**src/rtl/tags.svh**
```systemverilog
// rtl/tags.svh - io_bus address tag encodings {mode[1:0], lock}.
`ifndef AMO_TAGS_SVH
`define AMO_TAGS_SVH
localparam logic [1:0] ADDR_TAG_MODE_NONE = 2'b00;
localparam logic [1:0] ADDR_TAG_MODE_LRSC = 2'b01;
localparam logic [1:0] ADDR_TAG_MODE_AMO  = 2'b10;
localparam logic       ADDR_TAG_LOCK      = 1'b1;
localparam logic       ADDR_TAG_UNLOCK    = 1'b0;

localparam logic [2:0] ADDR_TAG_NONE        = {ADDR_TAG_MODE_NONE, ADDR_TAG_UNLOCK};
localparam logic [2:0] ADDR_TAG_LRSC_LOCK   = {ADDR_TAG_MODE_LRSC, ADDR_TAG_LOCK};
localparam logic [2:0] ADDR_TAG_LRSC_UNLOCK = {ADDR_TAG_MODE_LRSC, ADDR_TAG_UNLOCK};
localparam logic [2:0] ADDR_TAG_AMO_LOCK    = {ADDR_TAG_MODE_AMO, ADDR_TAG_LOCK};
localparam logic [2:0] ADDR_TAG_AMO_UNLOCK  = {ADDR_TAG_MODE_AMO, ADDR_TAG_UNLOCK};
`endif

```
**src/rtl/amo_pkg.sv**
```systemverilog
// rtl/amo_pkg.sv - shared op/state encodings and decode helpers for the AMO sequencer.
package amo_pkg;
  `include "tags.svh"

  typedef enum logic [3:0] {
    OP_LW      = 4'd0,
    OP_SW      = 4'd1,
    OP_LR      = 4'd2,
    OP_SC      = 4'd3,
    OP_AMOSWAP = 4'd4,
    OP_AMOADD  = 4'd5,
    OP_AMOXOR  = 4'd6,
    OP_AMOAND  = 4'd7,
    OP_AMOOR   = 4'd8,
    OP_AMOMIN  = 4'd9,
    OP_AMOMAX  = 4'd10,
    OP_AMOMINU = 4'd11,
    OP_AMOMAXU = 4'd12
  } op_e;

  typedef enum logic [2:0] {
    ST_IDLE,
    ST_RD,
    ST_CALC,
    ST_WR,
    ST_DONE
  } state_e;

  function automatic logic op_defined(logic [3:0] op);
    return op <= OP_AMOMAXU;
  endfunction

  // LR/SC count as atomics: full-word select and word alignment apply to them too.
  function automatic logic op_atomic(logic [3:0] op);
    return (op >= OP_LR) && (op <= OP_AMOMAXU);
  endfunction

  function automatic logic op_amo(logic [3:0] op);
    return (op >= OP_AMOSWAP) && (op <= OP_AMOMAXU);
  endfunction

  function automatic logic op_writes_first(logic [3:0] op);
    return (op == OP_SW) || (op == OP_SC);
  endfunction

  function automatic logic [2:0] first_tag(logic [3:0] op);
    case (op)
      OP_LR:   return ADDR_TAG_LRSC_LOCK;
      OP_SC:   return ADDR_TAG_LRSC_UNLOCK;
      OP_LW,
      OP_SW:   return ADDR_TAG_NONE;
      default: return ADDR_TAG_AMO_LOCK;
    endcase
  endfunction
endpackage

```
**src/rtl/amo_alu.sv**
```systemverilog
// rtl/amo_alu.sv - combinational AMO read-modify-write function: result = f(op, old, operand).
module amo_alu
  import amo_pkg::*;
(
  input  logic [3:0]  op,
  input  logic [31:0] old,
  input  logic [31:0] operand,
  output logic [31:0] result
);
  always_comb begin
    result = operand;
    case (op)
      OP_AMOSWAP: result = operand;
      OP_AMOADD:  result = old + operand;
      OP_AMOXOR:  result = old ^ operand;
      OP_AMOAND:  result = old & operand;
      OP_AMOOR:   result = old | operand;
      OP_AMOMIN:  result = ($signed(old) < $signed(operand)) ? old : operand;
      OP_AMOMAX:  result = ($signed(old) > $signed(operand)) ? old : operand;
      OP_AMOMINU: result = (old < operand) ? old : operand;
      OP_AMOMAXU: result = (old > operand) ? old : operand;
      default:    result = operand;
    endcase
  end
endmodule

```
**src/rtl/amo_sequencer.sv**
```systemverilog
// rtl/amo_sequencer.sv - sequences core loads/stores/LR/SC/AMOs into Wishbone read/write phases.
module amo_sequencer
  import amo_pkg::*;
#(
  parameter int TIMEOUT_CYCLES = 1024
) (
  input  logic        clk_i,
  input  logic        rst_i,
  input  logic        req_i,
  output logic        ready_o,
  input  logic [3:0]  op_i,
  input  logic [31:0] addr_i,
  input  logic [31:0] wdata_i,
  input  logic [3:0]  sel_i,
  output logic        done_o,
  output logic [31:0] rdata_o,
  output logic        err_o,
  output logic        wb_cyc_o,
  output logic        wb_stb_o,
  output logic        wb_we_o,
  output logic [31:0] wb_addr_o,
  output logic [31:0] wb_data_o,
  output logic [3:0]  wb_sel_o,
  output logic [2:0]  wb_addr_tag_o,
  input  logic        wb_ack_i,
  input  logic        wb_err_i,
  input  logic        wb_data_tag_i,
  input  logic [31:0] wb_data_i
);
  localparam int CNT_W = $clog2(TIMEOUT_CYCLES + 1);
  localparam logic [CNT_W-1:0] CNT_LAST = CNT_W'(TIMEOUT_CYCLES - 1);

  state_e            state_q, state_d;
  logic [3:0]        op_q;
  logic [31:0]       operand_q, old_q, alu_result;
  logic [CNT_W-1:0]  cnt_q;
  logic              req_bad, timeout, bus_ack, bus_err;

  amo_alu u_alu (
    .op      (op_q),
    .old     (old_q),
    .operand (operand_q),
    .result  (alu_result)
  );

  assign req_bad = !op_defined(op_i) || (op_atomic(op_i) && (addr_i[1:0] != 2'b00));
  // Responses only count while a strobe is out; err wins over a simultaneous ack.
  assign timeout = wb_stb_o && !wb_ack_i && !wb_err_i && (cnt_q == CNT_LAST);
  assign bus_err = (wb_stb_o && wb_err_i) || timeout;
  assign bus_ack = wb_stb_o && wb_ack_i && !wb_err_i;

  always_ff @(posedge clk_i) begin
    if (rst_i) state_q <= ST_IDLE;
    else       state_q <= state_d;
  end

  always_comb begin
    state_d = state_q;
    ready_o = 1'b0;
    done_o  = 1'b0;
    case (state_q)
      ST_IDLE: begin
        ready_o = 1'b1;
        if (req_i) begin
          if (req_bad)                   state_d = ST_DONE;
          else if (op_writes_first(op_i)) state_d = ST_WR;
          else                           state_d = ST_RD;
        end
      end
      ST_RD: begin
        if (bus_err)      state_d = ST_DONE;
        else if (bus_ack) state_d = op_amo(op_q) ? ST_CALC : ST_DONE;
      end
      ST_CALC: state_d = ST_WR;
      ST_WR: begin
        if (bus_err || bus_ack) state_d = ST_DONE;
      end
      ST_DONE: begin
        done_o  = 1'b1;
        state_d = ST_IDLE;
      end
      default: state_d = ST_IDLE;
    endcase
  end

  always_ff @(posedge clk_i) begin
    if (rst_i) begin
      op_q          <= 4'd0;
      operand_q     <= 32'd0;
      old_q         <= 32'd0;
      cnt_q         <= '0;
      rdata_o       <= 32'd0;
      err_o         <= 1'b0;
      wb_cyc_o      <= 1'b0;
      wb_stb_o      <= 1'b0;
      wb_we_o       <= 1'b0;
      wb_addr_o     <= 32'd0;
      wb_data_o     <= 32'd0;
      wb_sel_o      <= 4'd0;
      wb_addr_tag_o <= ADDR_TAG_NONE;
    end else begin
      if (state_q == ST_IDLE || state_q == ST_CALC) cnt_q <= '0;
      else if (wb_stb_o)                            cnt_q <= cnt_q + CNT_W'(1);

      case (state_q)
        ST_IDLE: begin
          if (req_i) begin
            op_q      <= op_i;
            operand_q <= wdata_i;
            rdata_o   <= 32'd0;
            err_o     <= req_bad;
            if (!req_bad) begin
              wb_cyc_o      <= 1'b1;
              wb_stb_o      <= 1'b1;
              wb_we_o       <= op_writes_first(op_i);
              wb_addr_o     <= addr_i;
              wb_data_o     <= op_writes_first(op_i) ? wdata_i : 32'd0;
              wb_sel_o      <= op_atomic(op_i) ? 4'hF : sel_i;
              wb_addr_tag_o <= first_tag(op_i);
            end
          end
        end
        ST_RD: begin
          if (bus_err) begin
            wb_stb_o <= 1'b0;
            wb_cyc_o <= 1'b0;
            err_o    <= 1'b1;
          end else if (bus_ack) begin
            wb_stb_o <= 1'b0;
            // AMOs keep the cycle (and the slave's lock) across CALC into the write.
            if (op_amo(op_q)) begin
              old_q <= wb_data_i;
            end else begin
              wb_cyc_o <= 1'b0;
              rdata_o  <= wb_data_i;
            end
          end
        end
        ST_CALC: begin
          wb_stb_o      <= 1'b1;
          wb_we_o       <= 1'b1;
          wb_data_o     <= alu_result;
          wb_addr_tag_o <= ADDR_TAG_AMO_UNLOCK;
        end
        ST_WR: begin
          if (bus_err) begin
            wb_stb_o <= 1'b0;
            wb_cyc_o <= 1'b0;
            err_o    <= 1'b1;
          end else if (bus_ack) begin
            wb_stb_o <= 1'b0;
            wb_cyc_o <= 1'b0;
            if (op_q == OP_SW)      rdata_o <= 32'd0;
            else if (op_q == OP_SC) rdata_o <= {31'd0, wb_data_tag_i};
            else                    rdata_o <= old_q;
          end
        end
        default: ;
      endcase
    end
  end
endmodule

```
**config.mk**
```make
export PLATFORM = sky130hd
export DESIGN_NAME = amo_sequencer
export DESIGN_NICKNAME = d
export VERILOG_FILES = /design/src/rtl/amo_pkg.sv /design/src/rtl/amo_alu.sv /design/src/rtl/amo_sequencer.sv
export VERILOG_INCLUDE_DIRS = /design/src /design/src/rtl
export SDC_FILE = /design/constraint.sdc
export NUM_CORES = 1
export LEC_CHECK = 0
export BUFFER_PORTS_ARGS = -buffer_cell sky130_fd_sc_hd__buf_4
export CORE_MARGIN = 5
export CORE_UTILIZATION = 50
export CTS_CLUSTER_SIZE = 24
export DETAILED_ROUTE_END_ITERATION = 6
export PLACE_DENSITY = 0.78
export SETUP_SLACK_MARGIN = 0.5
export SLEW_MARGIN = 20
export SYNTH_ARGS = -nofsm -noshare
export SYNTH_HDL_FRONTEND = slang
export SYNTH_SLANG_ARGS = --single-unit
```
**constraint.sdc**
```tcl
create_clock -name clk_i -period 3.9 [get_ports clk_i]
set_clock_uncertainty 0.1 [all_clocks]
set_input_delay 0.78 -clock clk_i [delete_from_list [all_inputs] [get_ports clk_i]]
set_output_delay 0.78 -clock clk_i [all_outputs]
set_load 0.05 [all_outputs]
```
# After elaboration in Yosys (flattened, before gate mapping)
# Index checks and enable logic that the tools add are counted.
# Widths: inputs -> output; s select.
dict set report word_totals {
  register_bits 189
  in_bits 110
  word_cells 144
}
dict set report op_classes {
  add_sub_neg 2
  order_cmp 8
  eq_ne 31
  muxes 48
  n_bitwise 5
  reduce_logical 36
}
# op count
set ops {}
lappend ops {{$mux 32} 15}
lappend ops {{$pmux 32 s8} 1}
lappend ops {{$pmux 32 s3} 1}
lappend ops {{$gt 32x32->1} 2}
lappend ops {{$lt 32x32->1} 2}
lappend ops {{$pmux 32 s2} 1}
lappend ops {{$add 32x32->32} 1}
lappend ops {{$and 32x32->32} 1}
lappend ops {{$or 32x32->32} 1}
lappend ops {{$xor 32x32->32} 1}
lappend ops {{$mux 3} 8}
lappend ops {{$eq 4x4->1 const B} 5}
lappend ops {{$ne 2x2->1 const B} 8}
lappend ops {{$mux 1} 13}
lappend ops {{$eq 4x2->1 const B} 3}
lappend ops {{$eq 4x3->1 const B} 3}
lappend ops {{$pmux 3 s4} 1}
lappend ops {{$reduce_and 3->1} 4}
lappend ops {{$add 11x1->11 const B} 1}
lappend ops {{$eq 11x10->1 const B} 1}
lappend ops {{$logic_and 1x1->1} 9}
lappend ops {{$ne 3x3->1 const B} 3}
lappend ops {{$pmux 3 s3} 1}
lappend ops {{$eq 4x1->1 const B} 2}
lappend ops {{25 further kinds} 42}

# Longest topological paths before layout
# Gate-level depths: netlist of the first run.
dict set report logic_depth {
  depth_word 8
  mapped_depth 15
}

# Cells and area by module
# Synthesis of the first run repeated with hierarchy kept, for this count alone.
dict set report unflattened {
  cells_unflattened 1551
  hier_area_um2 12135.4
}
# mod n_inst cells_each area_per_inst_um2 seq_area_each_um2
set modules_own_cells {}
lappend modules_own_cells {amo_sequencer 1 855 7370.8 3783.6}
lappend modules_own_cells {amo_alu 1 696 4764.6 0.0}

# Worst setup path before layout of the first run
# No wires, ideal clock.
dict set report synth_path {
  path_kind {register to register}
  start {register old_q[29]}
  end {register wb_data_o[17]}
  setup_time_ns 0.133
  arrival_ns 3.121
  setup_slack_ns 0.546
  stages_incl_launch_ff 16
  path_buffers 4
  period_less_slack_ns 3.354
  path_cell_list {dfxtp_1 -> inv_1 -> ha_1 -> buf_4 -> nor2_1 -> a221oi_2 -> o21bai_1 -> or4_1 -> buf_2 -> or3b_1 -> buf_2 -> and3_1 -> buf_6 -> o21a_1 -> o41ai_1 -> a31oi_1}
}
dict set report synth_via {
  elab_chain_len 4
  word_cells_on_any_way 10
  cone_classes {4 x order compare; 6 x mux}
}
# item line_no
set synth_lines {}
lappend synth_lines {{start: declaration} amo_sequencer.sv:35} ;# logic [31:0] operand_q, old_q, alu_result;
lappend synth_lines {{start signal: assignment} amo_sequencer.sv:132} ;# old_q <= wb_data_i;
lappend synth_lines {{$gt 32x32->1 (tied with other cells)} amo_alu.sv:21} ;# OP_AMOMAXU: result = (old > operand) ? old : operand;
lappend synth_lines {{$mux 32 (on tied branches)} -}
lappend synth_lines {{$pmux 32 s8 (*)} amo_alu.sv:12} ;# case (op)
lappend synth_lines {{$pmux 32 s2 (*)} amo_sequencer.sv:105} ;# case (state_q)
lappend synth_lines {{end signal: assignment} amo_sequencer.sv:117} ;# wb_data_o <= op_writes_first(op_i) ? wdata_i : 32'd0;
lappend synth_lines {{end signal: assignment} amo_sequencer.sv:142} ;# wb_data_o <= alu_result;
lappend synth_lines {{end: declaration} amo_sequencer.sv:22} ;# output logic [31:0] wb_data_o,
# Every way passes the cells marked *; elsewhere a longest branch is shown, timed or not.
# A chain may end at the register's enable or synchronous reset.

# Worst setup path in the final report of the first run
dict set report layout_path {
  start {register old_q[1]}
  end {register wb_data_o[16]}
}
# Same word-level chain as after synthesis.

==> flow_summary.ini, run 1 <==
[run]
drv_cap = 0

[logic_synthesis]
synth_seq_cells = 189
syn_inst = 1641
synthDistinctLibCells = 71
synth_top_area_share_pct = 31.0
synth_edf_count = 0
syn-num-nets = 1849
postSynthAreaPerCell_sq_um = 7.43
synthArstFlopShare_pct = 0
yosys_warnings = 0
synthTopCellsByArea = dfxtp_1 31%, ha_1 10%, nand2_1 8.5%, a21oi_1 7.7%, nor2_1 4.5%
syn_area_sq_um = 12200
synth_ff_type = dfxtp_1
synth_area_leader_cell = dfxtp_1
seq_area_frac_synth_pct = 31.0

[sta]
finalMaxSlewViolations = 0
whs_ps = 356
setup_viol = 0
min_period_ps = 3380
fin_tns_setup_ps = 0
period_share_pct = 86.8
worst_slew_pin_slew_ps = 1140
layout_setup_ws_ps = 516
hold_viol = 0
rsz0062_at_grt = yes
timing.fmax_mhz = 295
relSlewSlack_pct = 24.0

[worst_setup_path]
crit_family = compound AO/OA/AOI/OAI gates
reg2reg_from = old_q[1]
cp_common_cell = buf_4
slowest_delay_ps = 400
crit_chain = inv_1 -> ha_1 -> o21bai_1 -> a221oi_2 -> o221ai_2 -> o31ai_2 -> buf_4 -> nand2b_4 -> mux2i_4 -> buf_4 -> or2_4 -> buf_12 -> a221oi_1 -> a211oi_1
cp.buffers_inverters = 4
worstReg2RegEnd = wb_data_o[16]
cp_data_required_time_ps = 4120
end_kind = flip-flop
worst-r2r-cell-count = 14
r2r_slack_ps = 520
cp.arrival_ps = 3610
cpMaxStageDelayCell = dfxtp_4
cp-startpoint = old_q[1]
crit_cells = 14
cp-endpoint = wb_data_o[16]
crit_type = flip-flop to flip-flop
cp-start-kind = flip-flop
cp_max_fo = 6

[route]
drt-initial-drc-count = 1630
wire_per_inst_microns = 21.6
post-route-drc-count = 0
first_pass_iters = 7
num_vias = 13800
wirelength_microns = 47800
drtAntennaViolNets = 0
avgViaCountPerCell = 6.23

[place]
port_buffers = 218
dp.final_hpwl_microns = 34000
pre_cts_slack_ps = 53.9
gp_congestion = 1.03
detailed_place.area_sq_um = 14600
dp.cells = 2169

[grt]
grt_use_total_pct = 32.3
grt_pass1_vias = 12900
grt_max_degree = 90
grt_first_pass_wirelength_microns = 72300
antenna_found_initial = 2
grt_overflow = 0

[clock_tree]
cts_made_buffers = 17
htreeDepth = 4
cts_tree = yes
cts_root_buffer = clkbuf_16
cts.sinks = 189
clockBufferDepth = 2
clk_pin_slew_ps = 80
clkLatencyLatePin_ps = 450

[finish]
finalInstanceArea_sq_um = 15800
stdcell_count = 2213
syn2layout_area_growth_pct = 29.8
layout-drive-gt1-share_pct = 26.3
nets = 2084
layout_commonest_cell = buf_4
antenna_cells = 0
final_cell_mix = 333 x buf_4, 276 x nand2_1, 182 x a21oi_1

[floorplanning]
die_w_microns = 166
core.rowCount = 57
fp.coreArea_sq_um = 24200
dieArea_sq_um = 27600
num_io_pins = 219
chipHeight_microns = 166
start_util_pct = 50.4

[pwr]
p_leak_nw = 6.34
powerDensity_nw_per_um2 = 357
ir_drop_mv = 0.243

[status]
outcome = finished clean

[worst_hold_path]
min_path_cells = 2
min_path_type = flip-flop to flip-flop
-- worst min-delay path, stage by stage (launching register included) --
cell and delay [ps]:
dfxtp_1 320, nand2_1 50, a21oi_1 50
-- per-stage QoR --
stage	power, mW	util [%]
after floorplan	3.13	-
after global placement	3.67	60.5
after detailed placement	3.69	60.5
after CTS	5.57	63.9
after global routing	5.85	65.5
final	5.65	65.5
-- worst min-delay path by stage --
stage	from	endpoint	slack (ps)
floorplan	operand_q[11]	operand_q[11]	350
finish	wb_addr_o[9]	wb_addr_o[9]	360
global placement	wb_addr_o[22]	wb_addr_o[22]	340
detailed placement	wb_addr_o[14]	wb_addr_o[14]	350
CTS	wb_addr_o[29]	wb_addr_o[29]	360
global route	wb_addr_o[23]	wb_addr_o[23]	380
-- cells in the mapped netlist, types with 12 or more instances --
cell type and instances:
a21o_1 15, a31oi_1 12, clkbuf_1 95, a21oi_1 188, nor2b_1 13, a22oi_1 17, ha_1 97, buf_2 17
a211oi_1 16, inv_1 88, a221oi_1 55, nor3_1 62, xnor2_1 13, dfxtp_1 189, o211ai_1 13, o21ai_0 80
nor2_1 145, and3_1 18, o2111ai_1 14, nand2_1 277, nand3_1 26
-- routing by layer --
metal | track usage [%] | vias to the layer above | routed length (microns)
met2 | 50.0 | 854 | 21300
met5 | 0 | - | 13
li1 | - | 6303 | -
met4 | 10.7 | 2 | 1480
met3 | 7.83 | 140 | 5690
met1 | 44.4 | 6477 | 19300
-- cell families after synthesis --
family,count (synthesis),share of synthesized area [%]
and+or+nand+nor,601,21.5
AOI/OAI and AO/OA,513,28.1
buffers and inverters,210,6.88
DFF,189,31.0
adders and majority gates,98,10.1
xor gates and xnor gates,23,1.65
muxes,7,0.687
-- state kept, by name, summed over array words and instances (netlist names), 4 cells and up --
signal     cells
old_q         32
operand_q     32
rdata_o       32
wb_addr_o     32
wb_data_o     32
cnt_q         11
op_q           4
wb_sel_o       4
-- power breakdown --
| part | switching, mW | total [mW] | internal, mW |
|---|---|---|---|
| clock network | 0.946 | 1.89 | 0.939 |
| logic | 1.04 | 1.60 | 0.561 |
| registers | 0.110 | 2.17 | 2.06 |
-- layout make-up --
cell class | instances | area (sq um)
inverter | 88 | 330
tap | 324 | 405
sequential | 189 | 3840
fill | 2052 | 8340
timing repair buffer | 338 | 2570
clock inverter | 14 | 191
clock buffer | 18 | 429
multi-input combinational | 1242 | 8070
-- what timing repair did --
item	in CTS	in global routing
hold buffers	0	0
endpoints found under the setup margin	32	31
buffers inserted	3	9
resized for setup	47	79
pin swaps	2	15
No activity file was read; power rests on OpenSTA's default activity.
==> inputs of run 2 (changes only) <==
--- a/config.mk
+++ b/config.mk
@@ -9,11 +9,11 @@
 export BUFFER_PORTS_ARGS = -buffer_cell sky130_fd_sc_hd__buf_4
 export CORE_MARGIN = 5
 export CORE_UTILIZATION = 50
+export CTS_CLUSTER_DIAMETER = 150
 export CTS_CLUSTER_SIZE = 24
 export DETAILED_ROUTE_END_ITERATION = 6
 export PLACE_DENSITY = 0.78
 export SETUP_SLACK_MARGIN = 0.5
-export SLEW_MARGIN = 20
 export SYNTH_ARGS = -nofsm -noshare
 export SYNTH_HDL_FRONTEND = slang
 export SYNTH_SLANG_ARGS = --single-unit
==> constraint.sdc (replaced) <==
create_clock -name clk_i -period 3.9 [get_ports clk_i]
set_clock_uncertainty 0.1 [all_clocks]
set_input_delay 1.17 -clock clk_i [delete_from_list [all_inputs] [get_ports clk_i]]
set_output_delay 1.17 -clock clk_i [all_outputs]
set_load 0.05 [all_outputs]
==> flow_summary.ini, run 2 (synthesis gave the netlist of run 1 again) <==
[floorplanning]
die_w_microns = 166
num_io_pins = 219
start_util_pct = 50.4
core.rowCount = 57
dieArea_sq_um = 27600
chipHeight_microns = 166
fp.coreArea_sq_um = 24200

[clock_tree]
cts_made_buffers = 17
clockBufferDepth = 2
clkLatencyLatePin_ps = 450
cts_tree = yes
clk_pin_slew_ps = 90
cts.sinks = 189
cts_root_buffer = clkbuf_16
htreeDepth = 4

[status]
failed_checks = DRC
outcome = finished, violations left

[sta]
relSlewSlack_pct = 27.5
fin_tns_setup_ps = 0
finalMaxSlewViolations = 0
whs_ps = 356
timing.fmax_mhz = 295
hold_viol = 0
min_period_ps = 3390
worst_slew_pin_slew_ps = 1090
period_share_pct = 86.9
rsz0062_at_grt = yes
setup_viol = 0

[run]
drv_cap = 0

[place]
gp_congestion = 0.991
dp.final_hpwl_microns = 34400
detailed_place.area_sq_um = 14700
port_buffers = 218

[worst_setup_path]
end_kind = flip-flop
cp-start-kind = flip-flop
r2r_slack_ps = 510
cp_data_required_time_ps = 4090
crit_type = flip-flop to flip-flop
reg2reg_from = old_q[3]
worst-r2r-cell-count = 13
cp.arrival_ps = 3580
cp_max_fo = 5
worstReg2RegEnd = wb_data_o[29]

[route]
wirelength_microns = 48700
first_pass_iters = 7
num_vias = 13800
avgViaCountPerCell = 6.21
wire_per_inst_microns = 21.9
post-route-drc-count = 4
drt-initial-drc-count = 1673
drtAntennaViolNets = 0

[finish]
layout_commonest_cell = buf_4
layout-drive-gt1-share_pct = 27.6
finalInstanceArea_sq_um = 16100
utilization_pct = 66.8
syn2layout_area_growth_pct = 32.4
nets = 2093
final_cell_mix = 336 x buf_4, 276 x nand2_1, 181 x a21oi_1
antenna_cells = 0

[pwr]
powerDensity_nw_per_um2 = 349
ir_drop_mv = 0.285
finalPower_mw = 5.63
p_leak_nw = 6.41

[worst_hold_path]
hp-start = wb_addr_o[27]
min_path_type = flip-flop to flip-flop
hold_end = wb_addr_o[27]
min_path_cells = 2

[grt]
grt_first_pass_wirelength_microns = 72900
grt_pass1_vias = 12700
grt_max_degree = 94
grt_use_total_pct = 32.7
grt_overflow = 0
antenna_found_initial = 1
[run 2: changes by cell type in the layout (fill, tap and decap cells not counted), sizes merged]
cell / change
bufinv: -1
dlymetal6s2s: -1
buf: +10
clkinv: +3
clkinvlp: +1
inv: -3
[run 2: final cells by class]
cell class | instances | area (sq um)
repair buffers | 347 | 2720
clock inverters | 14 | 186
flip-flops and latches | 189 | 3850
multi-input cells | 1242 | 8220
well taps | 324 | 405
inverters | 88 | 330
fillers | 1990 | 8030
clock buffers | 18 | 429
[run 2: worst max path at each step]
stage                       start            end  slack, ps  cells past startpoint
finish                   old_q[3]  wb_data_o[29]        510                     13
floorplan               old_q[29]  wb_data_o[17]        550                     15
detailed placement  operand_q[14]  wb_data_o[30]         40                     13
CTS                 operand_q[11]  wb_data_o[30]        480                     14
global placement    operand_q[14]  wb_data_o[29]         70                     12
global route         operand_q[3]  wb_data_o[22]        430                     13
[run 2: routing by layer]
metal	track usage (%)	part of all wire (%)
met2	49.2	44
met4	9.97	2.9
met1	45.3	41
met5	0	0
met3	9.81	13
[run 2: through the flow]
step | worst slack (ps) | cells
CTS | 478 | 2213
global route | 435 | 2222
detailed placement | 35.7 | 2179
finish | 511 | 2222
floorplan | 546 | 1641
global placement | 71.3 | 2179
[run 2: power breakdown]
| group | leakage [nW] | switching [mW] | total [mW] | internal (mW) |
|---|---|---|---|---|
| combinational | 4.56 | 1.05 | 1.64 | 0.586 |
| clock | 0.292 | 0.951 | 1.83 | 0.881 |
| sequential | 1.56 | 0.109 | 2.16 | 2.06 |
[run 2: what timing repair did]
action	CTS	global route
hold buffers	0	0
pin swaps	4	27
setup buffers	2	9
setup endpoints to repair	32	32
gates resized for setup	49	109
endpoints found under the hold margin	0	0
[run 2: worst max-delay path, cell delays in order (launching register included)]
cell	delay (ps)
dfxtp_1	310
buf_4	170
ha_1	290
a21oi_1	160
nor2b_1	70
a311o_1	400
a2111oi_4	350
buf_4	210
nor3_2	70
a21oi_2	170
buf_4	140
mux2_2	360
a2111oi_4	320
nor4_1	90
